==> src/rtl/pipe_stage_reg.sv <==
// pipe_stage_reg: DEPTH-slot valid/ready pipeline register with flush-to-bubble.
// Optional stall/flush statistics counters are built when PIPE_STAGE_REG_STATS_EN is defined.
module pipe_stage_reg #(
  parameter int CTRL_WIDTH = 16,
  parameter int DATA_WIDTH = 128,
  parameter int DEPTH      = 1
) (
  input  logic                         i_clk,
  input  logic                         i_reset_n,
  input  logic                         i_valid,
  output logic                         o_ready,
  input  logic [CTRL_WIDTH-1:0]        i_ctrl,
  input  logic [DATA_WIDTH-1:0]        i_data,
  input  logic                         i_flush,
  output logic                         o_valid,
  input  logic                         i_ready,
  output logic [CTRL_WIDTH-1:0]        o_ctrl,
  output logic [DATA_WIDTH-1:0]        o_data,
  output logic [$clog2(DEPTH+1)-1:0]   o_occupancy,
  output logic [15:0]                  o_stall_count,
  output logic [15:0]                  o_flush_count
);
  localparam int OCC_W = $clog2(DEPTH+1);
  logic [DEPTH-1:0]                 r_v;
  logic [DEPTH-1:0][CTRL_WIDTH-1:0] r_ctrl;
  logic [DEPTH-1:0][DATA_WIDTH-1:0] r_data;
  logic [DEPTH-1:0]                 w_adv;
  logic                             w_a;
  logic [OCC_W-1:0]                 w_occ;
  // w_a accumulates the advance condition from the output slot backwards
  always_comb begin
    w_a   = i_ready;
    w_adv = '0;
    w_occ = '0;
    for (int k = DEPTH-1; k >= 0; k--) begin
      w_a      = w_a | !r_v[k];
      w_adv[k] = w_a;
      w_occ    = w_occ + OCC_W'(r_v[k]);
    end
  end
  assign o_ready     = w_adv[0] & !i_flush;
  assign o_valid     = r_v[DEPTH-1];
  assign o_ctrl      = r_v[DEPTH-1] ? r_ctrl[DEPTH-1] : '0;
  assign o_data      = r_data[DEPTH-1];
  assign o_occupancy = w_occ;
  always_ff @(posedge i_clk or negedge i_reset_n) begin
    if (!i_reset_n) begin
      r_v    <= '0;
      r_ctrl <= '0;
      r_data <= '0;
    end else if (i_flush) begin
      r_v    <= '0;
      r_ctrl <= '0;
    end else begin
      if (w_adv[0]) begin
        r_v[0]    <= i_valid;
        r_ctrl[0] <= i_ctrl;
        r_data[0] <= i_data;
      end
      for (int k = 1; k < DEPTH; k++) begin
        if (w_adv[k]) begin
          r_v[k]    <= r_v[k-1];
          r_ctrl[k] <= r_ctrl[k-1];
          r_data[k] <= r_data[k-1];
        end
      end
    end
  end
`ifdef PIPE_STAGE_REG_STATS_EN
  logic [15:0] r_stall_count;
  logic [15:0] r_flush_count;
  always_ff @(posedge i_clk or negedge i_reset_n) begin
    if (!i_reset_n) begin
      r_stall_count <= '0;
      r_flush_count <= '0;
    end else begin
      if (o_valid && !i_ready && r_stall_count != 16'hFFFF) r_stall_count <= r_stall_count + 16'd1;
      if (i_flush && r_flush_count != 16'hFFFF) r_flush_count <= r_flush_count + 16'd1;
    end
  end
  assign o_stall_count = r_stall_count;
  assign o_flush_count = r_flush_count;
`else
  assign o_stall_count = 16'h0000;
  assign o_flush_count = 16'h0000;
`endif
endmodule
==> config.mk <==
export PLATFORM = sky130hd
export DESIGN_NAME = pipe_stage_reg
export DESIGN_NICKNAME = d
export VERILOG_FILES = /design/src/rtl/pipe_stage_reg.sv
export SDC_FILE = /design/constraint.sdc
export NUM_CORES = 1
export LEC_CHECK = 0
export ABC_AREA = 1
export BUFFER_PORTS_ARGS = -buffer_cell sky130_fd_sc_hd__buf_2
export CAP_MARGIN = 20
export CORE_AREA = 8 8 129 131
export DETAILED_ROUTE_END_ITERATION = 12
export DIE_AREA = 0 0 137 139
export GPL_TIMING_DRIVEN = 0
export HOLD_SLACK_MARGIN = 0.05
export PLACE_DENSITY = 0.77
export SLEW_MARGIN = 20
export SYNTH_ARGS = -nofsm -noshare
export SYNTH_HDL_FRONTEND = slang
export SYNTH_SLANG_ARGS = --single-unit
export TNS_END_PERCENT = 100
==> constraint.sdc <==
create_clock -name i_clk -period 1.7 [get_ports i_clk]
set_input_delay 0.34 -clock i_clk [delete_from_list [all_inputs] [get_ports i_clk]]
set_output_delay 0.34 -clock i_clk [all_outputs]
set_load 0.01 [all_outputs]
# Word-level counts from Yosys, hierarchy flattened
# Cells that the tools add are included.
# Widths: inputs -> output; s select.
# op_classes
add_sub_neg	0
multipliers	0
n_div	0
n_lt_le_gt_ge	0
n_eq_ne	0
shift	0
muxes	5
n_bitwise	3
n_reduce_logical	4
# op_table
operator	count
$mux 16	3
$logic_not 1->1	2
$mux 1	2
$reduce_and 2->1	1
$reduce_bool 2->1	1
$and 1x1->1	1
$not 1->1	1
$or 1x1->1	1
# totals
reg_bits	145
latch_bits	0
ramBits	0
mem_bits_ro	0
out_inout_bits	179
mem_count	0

# Depth between registers and ports, before layout
# Gate-level depths: netlist of the first run.
# logic_depth
word_depth	4
mapped_depth	7

# Least setup slack after synthesis of the first run
# Ideal clock, no wire load.
# synth_path
path_type	register -> output
start	reg r_v, in the netlist o_valid
end	out o_ready
arrival_ns	1.089
setup_slack_ns	0.271
stages_incl_launch_ff	7
path_buffers	3
cell_sequence	dfrtp_1 > buf_6 > nand2_2 > nand2_2 > buf_4 > buf_2 > inv_1
# synth_via
elab_chain_cells	3
# synth_rtl
item	line_no	source
start: declaration	24	logic [DEPTH-1:0] r_v;
start signal: indexed assignment	62	r_v[k] <= r_v[k-1];
$logic_not 1->1	36	w_a = w_a | !r_v[k];
$or 1x1->1	36	
$and 1x1->1	41	assign o_ready = w_adv[0] & !i_flush;
end: declaration	11	output logic o_ready,
# Every way passes these cells.

# Worst setup path after layout of the first run
# layout_path
start	reg r_v, in the netlist o_valid
end	out o_ctrl[1]
# layout_via
elab_chain_cells	1
# layout_rtl
item	line_no	source
$mux 16	43	assign o_ctrl = r_v[DEPTH-1] ? r_ctrl[DEPTH-1] : '0;
end: declaration	17	output logic [CTRL_WIDTH-1:0] o_ctrl,
# Every way passes these cells.

==> impl_summary.txt, run 1 <==
----------------------------------------------------
[Worst setup path]
  Largest stage delay, worst path ... roughly 0.40 ns
  Family with the most delay on the worst path ... buffers and inverters
  Crit start category ... register
  Critical path data required time ... between 1 and 1.5 ns
  Critical path capture point type ... output pin
  Top fanout value on the critical path ... 8
  Arrival @ worst endpoint ... about 1.4 ns
  CP Cell Sequence ... buf_6, clkbuf_16, nand2_2, inv_2, buf_6
  CP most frequent cell ... sky130_fd_sc_hd__buf_6
  Slowest cell on crit path ... sky130_fd_sc_hd__dfrtp_1
  Kind of critical path ... register to output pin
  Buffers and inverters on the worst path ... 4

[Placement]
  Count of input and output buffers ... slightly below 300
  Worst setup slack after placement ... 0.01131 ns
  Placed inst area ... ~8100 µm²
  HPWL after detailed placement ... roughly 15000 µm
  GP Congestion ... a little under 0.8

[Floorplan]
  Std cell rows ... between 40 and 50
  Die H ... around 140 µm
  Initial Utilization ... 0.4196
  Die extent in x ... around 140 µm
  Core region area ... roughly 15000 µm²
  Floorplan die area ... around 19000 µm²
  Top-Level Pins ... approximately 330

[Route]
  Per-cell via count in the routed design ... 4.666
  Detailed-route wire length per cell ... ~16 µm
  Initial DRC Count ... between 300 and 400
  Total wire length ... 20420 µm
  Total number of vias ... 5856
  Residual DRC count ... 0
  Number of detailed-routing iterations run before antenna repair ... 4
  Antenna viol nets, final ... 0

[Clock tree]
  Clock buffer count from CTS ... 17
  Register clock-pin slew on the reported worst setup and hold paths ... approximately 0.06 ns
  CTS tree ... built
  Root Buffer ... sky130_fd_sc_hd__clkbuf_16
  Clock latency of the later-clocked register in the worst-skew pair ... 0.42 ns
  Worst-case clock buffer depth ... 2
  Number of sinks driven by the clock tree ... roughly 150
  Depth of the CTS H-tree ... 4

[Power and ir drop]
  Areal power density over the cells ... approximately 1100 nW/µm²
  Static leakage power ... roughly 5.3 nW
  Worst-case vdd ir drop ... 0.0005756 V

[STA]
  Max Clk Rate ... a little under 0.6 GHz
  Hold Vio Cnt, Final ... 0
  Post-route minimum period ... 1.704 ns
  Portion of the clock cycle consumed by the worst path in the final layout ... 1.002
  Setup violation total in the final timing report ... 2
  Clock Skews ... about 0.008 ns
  Max-slew violation count ... 0
  Final setup slack of the worst path ... -0.003859 ns
  Pin slew with the least headroom to its limit ... 0.5703 ns
  Worst slew margin relative to its limit ... 0.6198
  Unrepaired setup endpoints after global routing ... true

[Synthesis]
  Cell Area, Synth ... around 6200 µm²
  Proportion of synthesized flip-flops having asynchronous set or reset ... 1.000
  Primary FF master, synth ... sky130_fd_sc_hd__dfrtp_1
  Count of cell types in the netlist ... 14
  Warnings, synthesis ... 0
  Fraction of post-synthesis cell area in the top cell type by area ... 0.5862
  Post-synth top area cell ... sky130_fd_sc_hd__dfrtp_1
  Post-synthesis sequential element count ... between 100 and 150
  Mean post-synth cell area ... around 9 µm²
  Sequential share of the synthesized area ... 0.5862
  Top cell types by occurrence after synthesis ... 289 x sky130_fd_sc_hd__nand2_1, 145 x sky130_fd_sc_hd__dfrtp_1, 144 x sky130_fd_sc_hd__nand3_1, 41 x sky130_fd_sc_hd__buf_4, 24 x sky130_fd_sc_hd__buf_2
  Number of cells produced by synthesis ... between 700 and 800
  Cell types with the largest area share after synthesis ... sky130_fd_sc_hd__dfrtp_1 59%, sky130_fd_sc_hd__nand2_1 18%, sky130_fd_sc_hd__nand3_1 12%, sky130_fd_sc_hd__buf_4 5.0%, sky130_fd_sc_hd__buf_2 1.9%
  Most numerous cell in the Yosys netlist ... sky130_fd_sc_hd__nand2_1
  Count of flip-flops with a built-in enable after synthesis ... 0

[Final layout]
  Layout Cell Area excl Fill ... a little under 9000 µm²
  Final #Nets ... 1203
  Diodes inserted ... 0
  Share of cells above drive strength 1 ... 0.4114
  Layout-stage area growth over the synthesis result ... 43.89%

[GRT]
  Final global-route overflow total ... 0
  GRT Util Overall ... 0.2137
  Global-route wire length before repair ... about 32000 µm
  Initial antenna violation count ... 2
  Via count of the first global-routing pass ... between 5k and 6k
  Maximum number of pins on one net before global-route repair ... 76

[Outcome]
  Result of the run ... finished with violations
  Violations in the final reports ... negative setup slack

[Run]
  Reported max-cap violation count ... 0

[Worst hold path]
  Hold Crit Class ... input port to register

----------------------------------------------------
## layout make-up
class	count	area [µm²]
well taps	188	235.2
clock inverters	12	130.1
fillers	1342	5846
plain buffers	83	593.1
multi-input cells	484	2111
inverters	19	71.32
flip-flops and latches	145	3628
clock buffers	20	446.7
repair buffers	304	1690
## cell families after synthesis
logic type | share of synthesized area
AND/OR/NAND/NOR | 0.3099
other | 0.0006058
buffers and inverters | 0.1025
flip-flops | 0.5862
AO/OA/AOI/OAI | 0.0008078
## metal layers
layer | GRT usage | part of all wire
met3 | 0.08080 | 0.094
met2 | 0.3546 | 0.50
met5 | 0 | 0.0013
met1 | 0.2444 | 0.39
met4 | 0.07666 | 0.018
## final timing paths
check / start / end / slack (ns) / cells past startpoint
worst max-delay path: o_valid / o_ctrl[1] / -0.004 / 5
worst min-delay path: i_valid / o_valid / 0.13 / 3
max in group asynchronous: i_reset_n / o_data[40] / 0.47 / 3
worst min register to register: o_data[92] / o_data[92] / 0.46 / 2
min in group asynchronous: i_reset_n / o_data[106] / 0.48 / 2
worst max register to register: o_valid / o_data[106] / 0.14 / 9
## stage by stage
step	total power (W)	TNS [ns]	hold WS, ns	std cells	utilization
2_1_floorplan	0.004908	0	0.04441	733	-
3_3_place_gp	0.005715	-265.40	0.4484	1216	0.5435
3_5_place_dp	0.005764	0	0.3439	1217	0.5461
4_1_cts	0.009534	-0.08474	0.1108	1255	0.6026
5_1_grt	0.009890	-0.6486	0.1193	1255	0.6037
6_report	0.009448	-0.006822	0.1296	1255	0.6037
## worst reg2reg max path, delay by kind of cell, from the launching register on
| family | cells | cell delay [ns] |
|---|---|---|
| flip-flops | 1 | 0.37 |
| AND/OR/NAND/NOR | 3 | 0.21 |
| buffers and inverters | 6 | 0.87 |
## report_power, final
part	leakage, nW	switching, W	internal, W
sequential	1.79	0.000206	0.00383
combinational	3.22	0.000999	0.000736
clock	0.281	0.00147	0.00221
## state kept, by name (all words and copies together), names as in the netlist
signal / flops
o_valid: 1
r_ctrl: 16
o_data: 128
## what timing repair did
item / 4_1_cts / 5_1_grt
pin swaps: 1 / 0
buffers inserted: 5 / 1
hold endpoints to repair: 74 / 0
gates resized for setup: 51 / 17
setup endpoints to repair: 17 / 17
hold buffers: 1 / 0
gates cloned: 1 / 0
## placed cells by master, fill, tap and decap left out
cell type                       count
sky130_fd_sc_hd__conb_1            32
sky130_fd_sc_hd__inv_6              4
sky130_fd_sc_hd__buf_16             1
sky130_fd_sc_hd__dfrtp_1          145
sky130_fd_sc_hd__nand4_1           16
sky130_fd_sc_hd__clkinvlp_4         2
sky130_fd_sc_hd__nand3_1          144
sky130_fd_sc_hd__buf_2            300
sky130_fd_sc_hd__clkbuf_16         19
sky130_fd_sc_hd__inv_1              1
sky130_fd_sc_hd__clkbuf_8           1
sky130_fd_sc_hd__nand2_4            7
sky130_fd_sc_hd__clkinv_2           4
sky130_fd_sc_hd__clkbuf_1           9
sky130_fd_sc_hd__nand2_1          276
sky130_fd_sc_hd__bufinv_16          2
sky130_fd_sc_hd__buf_8              2
sky130_fd_sc_hd__buf_6             25
sky130_fd_sc_hd__dlygate4sd3_1      1
sky130_fd_sc_hd__buf_1              3
sky130_fd_sc_hd__o21ai_0            1
sky130_fd_sc_hd__nand2_2            8
sky130_fd_sc_hd__inv_2             18
sky130_fd_sc_hd__buf_4             46
Power figures use the tool's default switching activity.
==> run 2: changes to the inputs <==
Settings changed: CORE_AREA 8 8 129 131 to 8 8 127 129, DIE_AREA 0 0 137 139 to 0 0 135 137, PLACE_DENSITY 0.77 to 0.8.
==> impl_summary.txt, run 2 (synthesized netlist as in run 1, its figures left out) <==
----------------------------------------------------
[Outcome]
  Result of the run ... complete, no violations

[Final layout]
  Number of flip-flops under the largest register name ... 128 (unchanged)
  Final #Nets ... 1202 (-0.083%)
  Final standard cell count with taps included and fillers excluded ... 1249 (-0.48%)
  Layout-stage area growth over the synthesis result ... 42.87%
  Layout Cell Area excl Fill ... 8843 µm² (-0.70%)
  Share of cells above drive strength 1 ... 0.3915 (-0.01988)
  Leading cell type in the layout, fill and taps excluded ... sky130_fd_sc_hd__buf_2
  Diodes inserted ... 0 (unchanged)
  Commonest cells after routing, fill and taps aside ... 307 x sky130_fd_sc_hd__buf_2, 285 x sky130_fd_sc_hd__nand2_1, 145 x sky130_fd_sc_hd__dfrtp_1

[Floorplan]
  Die H ... 137 µm (-1.4%)
  Initial Utilization ... 0.4358 (+0.01619)
  Floorplan die area ... 18500 µm² (-2.9%)
  Std cell rows ... 44 (-2.2%)
  Core region area ... 14200 µm² (-3.7%)
  Die extent in x ... 135 µm (-1.5%)
  Top-Level Pins ... 328 (unchanged)

[STA]
  Max Clk Rate ... 0.6021 GHz (+2.6%)
  Post-route minimum period ... 1.661 ns (-0.04301 ns)
  Max-slew violation count ... 0 (unchanged)
  Clock Skews ... 0.005991 ns (-0.002013 ns)
  Final-layout setup total negative slack ... 0 ns (+0.006822 ns)
  Hold Vio Cnt, Final ... 0 (unchanged)
  Unrepaired setup endpoints after global routing ... true
  Worst slew margin relative to its limit ... 0.6510 (+0.03121)
  Pin slew with the least headroom to its limit ... 0.5235 ns (-0.04681 ns)
  Portion of the clock cycle consumed by the worst path in the final layout ... 0.9770 (-0.02530)
  Setup violation total in the final timing report ... 0 (-2)
  Worst hold margin ... 0.1357 ns (+0.006099 ns)

[Power and ir drop]
  Total power ... 0.009697 W (+2.6%)
  Static leakage power ... 5.269 nW (-0.27%)
  Worst-case vdd ir drop ... 0.0006991 V (+21%)
  Areal power density over the cells ... 1097 nW/µm² (+3.4%)

[Route]
  Detailed-route wire length per cell ... 16.02 µm (-1.5%)
  Residual DRC count ... 0 (unchanged)
  Per-cell via count in the routed design ... 4.712 (+0.98%)
  Initial DRC Count ... 281 (-7.6%)
  Total wire length ... 20020 µm (-2.0%)
  Antenna viol nets, final ... 0 (unchanged)
  Total number of vias ... 5885 (+0.50%)
  Number of detailed-routing iterations run before antenna repair ... 5 (+1)

[Clock tree]
  Register clock-pin slew on the reported worst setup and hold paths ... 0.05 ns (about the same)
  Depth of the CTS H-tree ... 4 (unchanged)
  Number of sinks driven by the clock tree ... 145 (unchanged)
  Worst-case clock buffer depth ... 2 (unchanged)
  Root Buffer ... sky130_fd_sc_hd__clkbuf_16
  Clock latency of the later-clocked register in the worst-skew pair ... 0.42 ns (about the same)
  CTS tree ... built
  Clock buffer count from CTS ... 17 (unchanged)

[Worst setup path]
  Crit start category ... register
  Top fanout value on the critical path ... 5 (-3)
  Critical path data required time ... 1.36 ns (about the same)
  Kind of critical path ... register to output pin
  Flop2flop setup slack ... 0.21 ns (+0.07 ns)
  Arrival @ worst endpoint ... 1.32 ns (-0.04 ns)
  Critical path capture point type ... output pin

[GRT]
  Final global-route overflow total ... 0 (unchanged)
  Initial antenna violation count ... 3 (+1)
  Maximum number of pins on one net before global-route repair ... 81 (+6.6%)
  Via count of the first global-routing pass ... 5837 (-1.2%)
  Global-route wire length before repair ... 30540 µm (-3.6%)
  GRT Util Overall ... 0.2110 (-0.002644)

[Worst hold path]
  Hold Crit Class ... input port to register

[Placement]
  HPWL after detailed placement ... 15010 µm (-2.4%)
  Post-placement cell count ... 1213 (-0.33%)
  GP Congestion ... 0.8306 (+7.7%)
  Placed inst area ... 8050 µm² (about the same)
  Count of input and output buffers ... 295 (unchanged)

[Run]
  Reported max-cap violation count ... 0 (unchanged)

----------------------------------------------------
run 2: cell types whose count changed in the layout (fill, tap and decap cells not counted), moves of 2 or more:
cell and delta:
sky130_fd_sc_hd__bufinv_16 +2, sky130_fd_sc_hd__nand2_1 +9, sky130_fd_sc_hd__clkbuf_8 +2, sky130_fd_sc_hd__buf_2 +7, sky130_fd_sc_hd__nand2_4 -5, sky130_fd_sc_hd__inv_2 -12
sky130_fd_sc_hd__nand2_2 -4, sky130_fd_sc_hd__clkinv_4 +2, sky130_fd_sc_hd__clkinv_2 -2, sky130_fd_sc_hd__inv_6 -4, sky130_fd_sc_hd__buf_6 -8, sky130_fd_sc_hd__inv_1 +11
run 2: report_power, final:
part	switching [W]	internal, W	total, W
registers	0.000194	0.00383	0.00403
logic	0.000989	0.000721	0.00171
clock network	0.00140	0.00256	0.00396
run 2: critical path, cell delays in order (launching register included):
cell and delay [ns]:
sky130_fd_sc_hd__dfrtp_1 0.39, sky130_fd_sc_hd__buf_6 0.15, sky130_fd_sc_hd__clkbuf_16 0.15, sky130_fd_sc_hd__nand2_1 0.06, sky130_fd_sc_hd__inv_1 0.05, sky130_fd_sc_hd__buf_6 0.11
run 2: cell type report:
class / count / area, µm²
fillers: 1270 / 5360
flip-flops and latches: 145 / 3628
multi-input cells: 484 / 2063
repair buffers: 303 / 1635
plain buffers: 83 / 583.1
clock buffers: 22 / 474.2
well taps: 184 / 230.2
clock inverters: 9 / 155.1
inverters: 19 / 73.82
run 2: path summary, 6_finish.rpt:
kind | startpoint | endpoint | cells past startpoint
worst max-delay path | o_valid | o_ctrl[7] | 5
worst min-delay path | i_valid | o_valid | 3
worst max register to register | o_valid | o_data[98] | 8
worst min register to register | o_data[81] | o_data[81] | 2
max in group asynchronous | i_reset_n | o_data[40] | 3
min in group asynchronous | i_reset_n | o_data[115] | 2
run 2: per-stage QoR:
step / worst slack, ns / util
after floorplan: 0.2714 / -
after global placement: -1.844 / 0.5641
after detailed placement: 0.02984 / 0.5668
after CTS: 0.0008592 / 0.6195
after global routing: -0.01989 / 0.6226
final: 0.03916 / 0.6226
run 2: metal layers:
metal | share of wire | global-route usage | wire, µm
met5 | 0.0014 | 0 | 29
met4 | 0.018 | 0.08020 | 357
met1 | 0.38 | 0.2474 | 7675
met3 | 0.097 | 0.07416 | 1933
met2 | 0.50 | 0.3500 | 10020
run 2: timing repair:
item / CTS / global route
hold buffers: 1 / 0
gates cloned: 1 / 0
resized for setup: 15 / 21
hold endpoints to repair: 65 / 0
buffers inserted: 5 / 0
setup endpoints to repair: 17 / 17
==> run 3: changes to the inputs <==
Settings changed: ABC_AREA 1 to unset, PLACE_DENSITY 0.8 to 0.81.
==> impl_summary.txt, run 3 <==
----------------------------------------------------
[Placement]
  Placed inst area ... 8170 µm² (+1.5%)
  Count of input and output buffers ... 294 (-0.34%)
  HPWL after detailed placement ... 12760 µm (-15%)
  Post-placement cell count ... 907 (-25%)
  GP Congestion ... 0.7265 (-13%)

[Worst setup path]
  Crit Reg-Reg Startpoint ... o_valid
  Critical path data required time ... 1.36 ns (about the same)
  CP Cell Sequence ... and2b_1, buf_6, nor2_4, buf_8, buf_6
  CP most frequent cell ... sky130_fd_sc_hd__buf_6
  Slowest cell on crit path ... sky130_fd_sc_hd__dfrtp_2
  Worst-case reg-to-reg path depth ... 7 (-1)
  Critical path capture point type ... output pin
  Arrival @ worst endpoint ... 1.44 ns (+0.12 ns)
  Largest stage delay, worst path ... 0.40 ns (about the same)
  Reg2reg end ... o_data[115]
  Flop2flop setup slack ... -0.05 ns (-0.26 ns)
  Crit start category ... register
  Top fanout value on the critical path ... 6 (+1)
  Kind of critical path ... register to output pin

[Run]
  Reported max-cap violation count ... 0 (unchanged)

[Power and ir drop]
  Total power ... 0.009963 W (+2.7%)
  Worst-case vdd ir drop ... 0.0006654 V (-4.8%)
  Static leakage power ... 4.754 nW (-9.8%)
  Areal power density over the cells ... 1121 nW/µm² (+2.2%)

[GRT]
  Via count of the first global-routing pass ... 4724 (-19%)
  Initial antenna violation count ... 1 (-2)
  Final global-route overflow total ... 0 (unchanged)
  GRT Util Overall ... 0.1825 (-0.02854)
  Global-route wire length before repair ... 25980 µm (-15%)
  Maximum number of pins on one net before global-route repair ... 75 (-7.4%)

[Synthesis]
  Post-synthesis sequential element count ... 145 (unchanged)
  Count of cell types in the netlist ... 16 (+2)
  Cell Area, Synth ... 6315 µm² (+2.0%)
  Number of cells produced by synthesis ... 397 (-43%)
  Warnings, synthesis ... 0 (unchanged)
  Primary FF master, synth ... sky130_fd_sc_hd__dfrtp_1
  Count of flip-flops with a built-in enable after synthesis ... 0 (unchanged)
  Most numerous cell in the Yosys netlist ... sky130_fd_sc_hd__dfrtp_1
  Mean post-synth cell area ... 15.91 µm² (+80%)
  Proportion of synthesized flip-flops having asynchronous set or reset ... 1.000 (unchanged)
  Top cell types by occurrence after synthesis ... 145 x sky130_fd_sc_hd__dfrtp_1, 100 x sky130_fd_sc_hd__mux2_4, 33 x sky130_fd_sc_hd__buf_4, 32 x sky130_fd_sc_hd__nand2_1, 28 x sky130_fd_sc_hd__mux2_2
  Post-synth top area cell ... sky130_fd_sc_hd__dfrtp_1
  Cell types with the largest area share after synthesis ... sky130_fd_sc_hd__dfrtp_1 57%, sky130_fd_sc_hd__mux2_4 24%, sky130_fd_sc_hd__mux2_2 5.0%, sky130_fd_sc_hd__buf_4 3.9%, sky130_fd_sc_hd__buf_12 3.5%
  Fraction of post-synthesis cell area in the top cell type by area ... 0.5746 (-0.01162)
  Sequential share of the synthesized area ... 0.5746 (-0.01162)

[Floorplan]
  Top-Level Pins ... 328 (unchanged)
  Core region area ... 14200 µm² (unchanged)
  Std cell rows ... 44 (unchanged)
  Die H ... 137 µm (unchanged)
  Die extent in x ... 135 µm (unchanged)
  Floorplan die area ... 18500 µm² (unchanged)
  Initial Utilization ... 0.4446 (+0.008809)

[Worst hold path]
  Worst Hold End ... o_data[28]
  Hold wc startpoint ... i_data[28]
  Hold Crit Class ... input port to register
  Worst hold stages ... 2 (-1)

[STA]
  Unrepaired setup endpoints after global routing ... true
  Clock Skews ... 0.01203 ns (+0.006037 ns)
  Max-slew violation count ... 0 (unchanged)
  Final-layout setup total negative slack ... -2.155 ns (-2.155 ns)
  Pin slew with the least headroom to its limit ... 0.5604 ns (+0.03693 ns)
  Final setup slack of the worst path ... -0.07528 ns (-0.1144 ns)
  Post-route minimum period ... 1.775 ns (+0.1144 ns)
  Setup violation total in the final timing report ... 96 (+96)
  Max Clk Rate ... 0.5633 GHz (-6.4%)
  Worst slew margin relative to its limit ... 0.6264 (-0.02462)
  Hold Vio Cnt, Final ... 0 (unchanged)
  Portion of the clock cycle consumed by the worst path in the final layout ... 1.044 (+0.06731)

[Final layout]
  Layout Cell Area excl Fill ... 8889 µm² (+0.51%)
  Diodes inserted ... 0 (unchanged)
  Final #Nets ... 898 (-25%)
  Final standard cell count with taps included and fillers excluded ... 946 (-24%)
  Share of cells above drive strength 1 ... 0.6732 (+0.2817)
  Number of flip-flops under the largest register name ... 128 (unchanged)
  Count of fill cells added during filler insertion ... 1112 (-12%)
  Final core utilization ... 0.6258 (+0.003171)
  Layout-stage area growth over the synthesis result ... 40.76%
  Leading cell type in the layout, fill and taps excluded ... sky130_fd_sc_hd__buf_2
  Commonest cells after routing, fill and taps aside ... 294 x sky130_fd_sc_hd__buf_2, 144 x sky130_fd_sc_hd__dfrtp_1, 100 x sky130_fd_sc_hd__mux2_4

[Route]
  Antenna viol nets, final ... 0 (unchanged)
  Total number of vias ... 4278 (-27%)
  Per-cell via count in the routed design ... 4.522 (-4.0%)
  Number of detailed-routing iterations run before antenna repair ... 4 (-1)
  Initial DRC Count ... 117 (-58%)
  Total wire length ... 17040 µm (-15%)
  Detailed-route wire length per cell ... 18.01 µm (+12%)
  Residual DRC count ... 0 (unchanged)

[Clock tree]
  Clock buffer count from CTS ... 17 (unchanged)
  Worst-case clock buffer depth ... 2 (unchanged)
  Register clock-pin slew on the reported worst setup and hold paths ... 0.06 ns (about the same)
  Number of sinks driven by the clock tree ... 145 (unchanged)
  Depth of the CTS H-tree ... 4 (unchanged)
  CTS tree ... built
  Clock latency of the later-clocked register in the worst-skew pair ... 0.41 ns (about the same)
  Root Buffer ... sky130_fd_sc_hd__clkbuf_16

[Outcome]
  Result of the run ... finished with violations
  Violations in the final reports ... negative setup slack

----------------------------------------------------
## run 3: changes by cell type after synthesis, moves of 8 or more
cell and change:
sky130_fd_sc_hd__nand2_1 -257, sky130_fd_sc_hd__and2_1 +16, sky130_fd_sc_hd__buf_4 -8, sky130_fd_sc_hd__buf_2 -21, sky130_fd_sc_hd__mux2_4 +100, sky130_fd_sc_hd__nand4_1 -16, sky130_fd_sc_hd__buf_12 +11, sky130_fd_sc_hd__mux2_2 +28
sky130_fd_sc_hd__nand3_1 -144, sky130_fd_sc_hd__a21oi_1 +16, sky130_fd_sc_hd__inv_1 -17
## run 3: what timing repair did
action / CTS / global route
endpoints found under the hold margin: 71 / 0
pin swaps: 1 / 1
gates cloned: 0 / 1
hold buffers: 1 / 0
setup endpoints to repair: 130 / 113
buffers inserted: 4 / 4
resized for setup: 4 / 1
## run 3: per-layer routing
layer / vias up / track usage / routed length, µm
li1: 1989 / - / -
met1: 2078 / 0.1981 / 6398
met2: 186 / 0.3152 / 8814
met3: 23 / 0.07819 / 1610
met4: 2 / 0.06046 / 201
met5: - / 0 / 13
## run 3: area by class of cell
cell class | count | area (µm²) | area share
Buffer | 51 | 523.0 | 0.05884
Clock inverter | 12 | 177.7 | 0.01999
Timing Repair Buffer | 305 | 1610 | 0.1812
Tap cell | 184 | 230.2 | 0.02590
Sequential cell | 145 | 3630 | 0.4084
Multi-Input combinational cell | 229 | 2271 | 0.2555
Clock buffer | 20 | 446.7 | 0.05025
## run 3: where the power goes
| group | total, W | switching (W) | internal (W) |
|---|---|---|---|
| clock | 0.00396 | 0.00146 | 0.00250 |
| combinational | 0.00192 | 0.000849 | 0.00108 |
| sequential | 0.00408 | 0.000217 | 0.00386 |
| total | 0.00996 | 0.00252 | 0.00744 |
## run 3: cells by family after synthesis
group                  after synthesis  share of synthesized area
AO/OA/AOI/OAI                       16                    0.01268
buffers and inverters               54                    0.08421
flip-flops                         145                     0.5746
multiplexers                       128                     0.2877
other                                1                  0.0005938
AND/OR/NAND/NOR                     53                    0.04022
## run 3: critical path: cells and delay by family, from the launching register on
| family | cells | cell delay [ns] |
|---|---|---|
| buffers and inverters | 3 | 0.34 |
| DFF | 1 | 0.40 |
| and+or+nand+nor | 2 | 0.27 |
## run 3: per-stage QoR
step	setup slack [ns]	hold slack, ns
after CTS	-0.1508	0.1294
after detailed placement	-0.1042	0.3419
final	-0.07528	0.1508
after global placement	-1.771	0.4846
after global routing	-0.1519	0.1291
after floorplan	0.05819	0.04441
## run 3: worst max path at each step
stage	startpoint	end	slack (ns)	depth (start not counted)
2_1_floorplan	o_valid	o_data[118]	0.06	6
3_5_place_dp	o_valid	o_data[49]	-0.10	6
3_3_place_gp	i_reset_n	o_data[11]	-1.77	1
6_report	o_valid	o_ready	-0.08	5
4_1_cts	o_valid	o_ready	-0.15	5
5_1_grt	o_valid	o_ready	-0.15	5
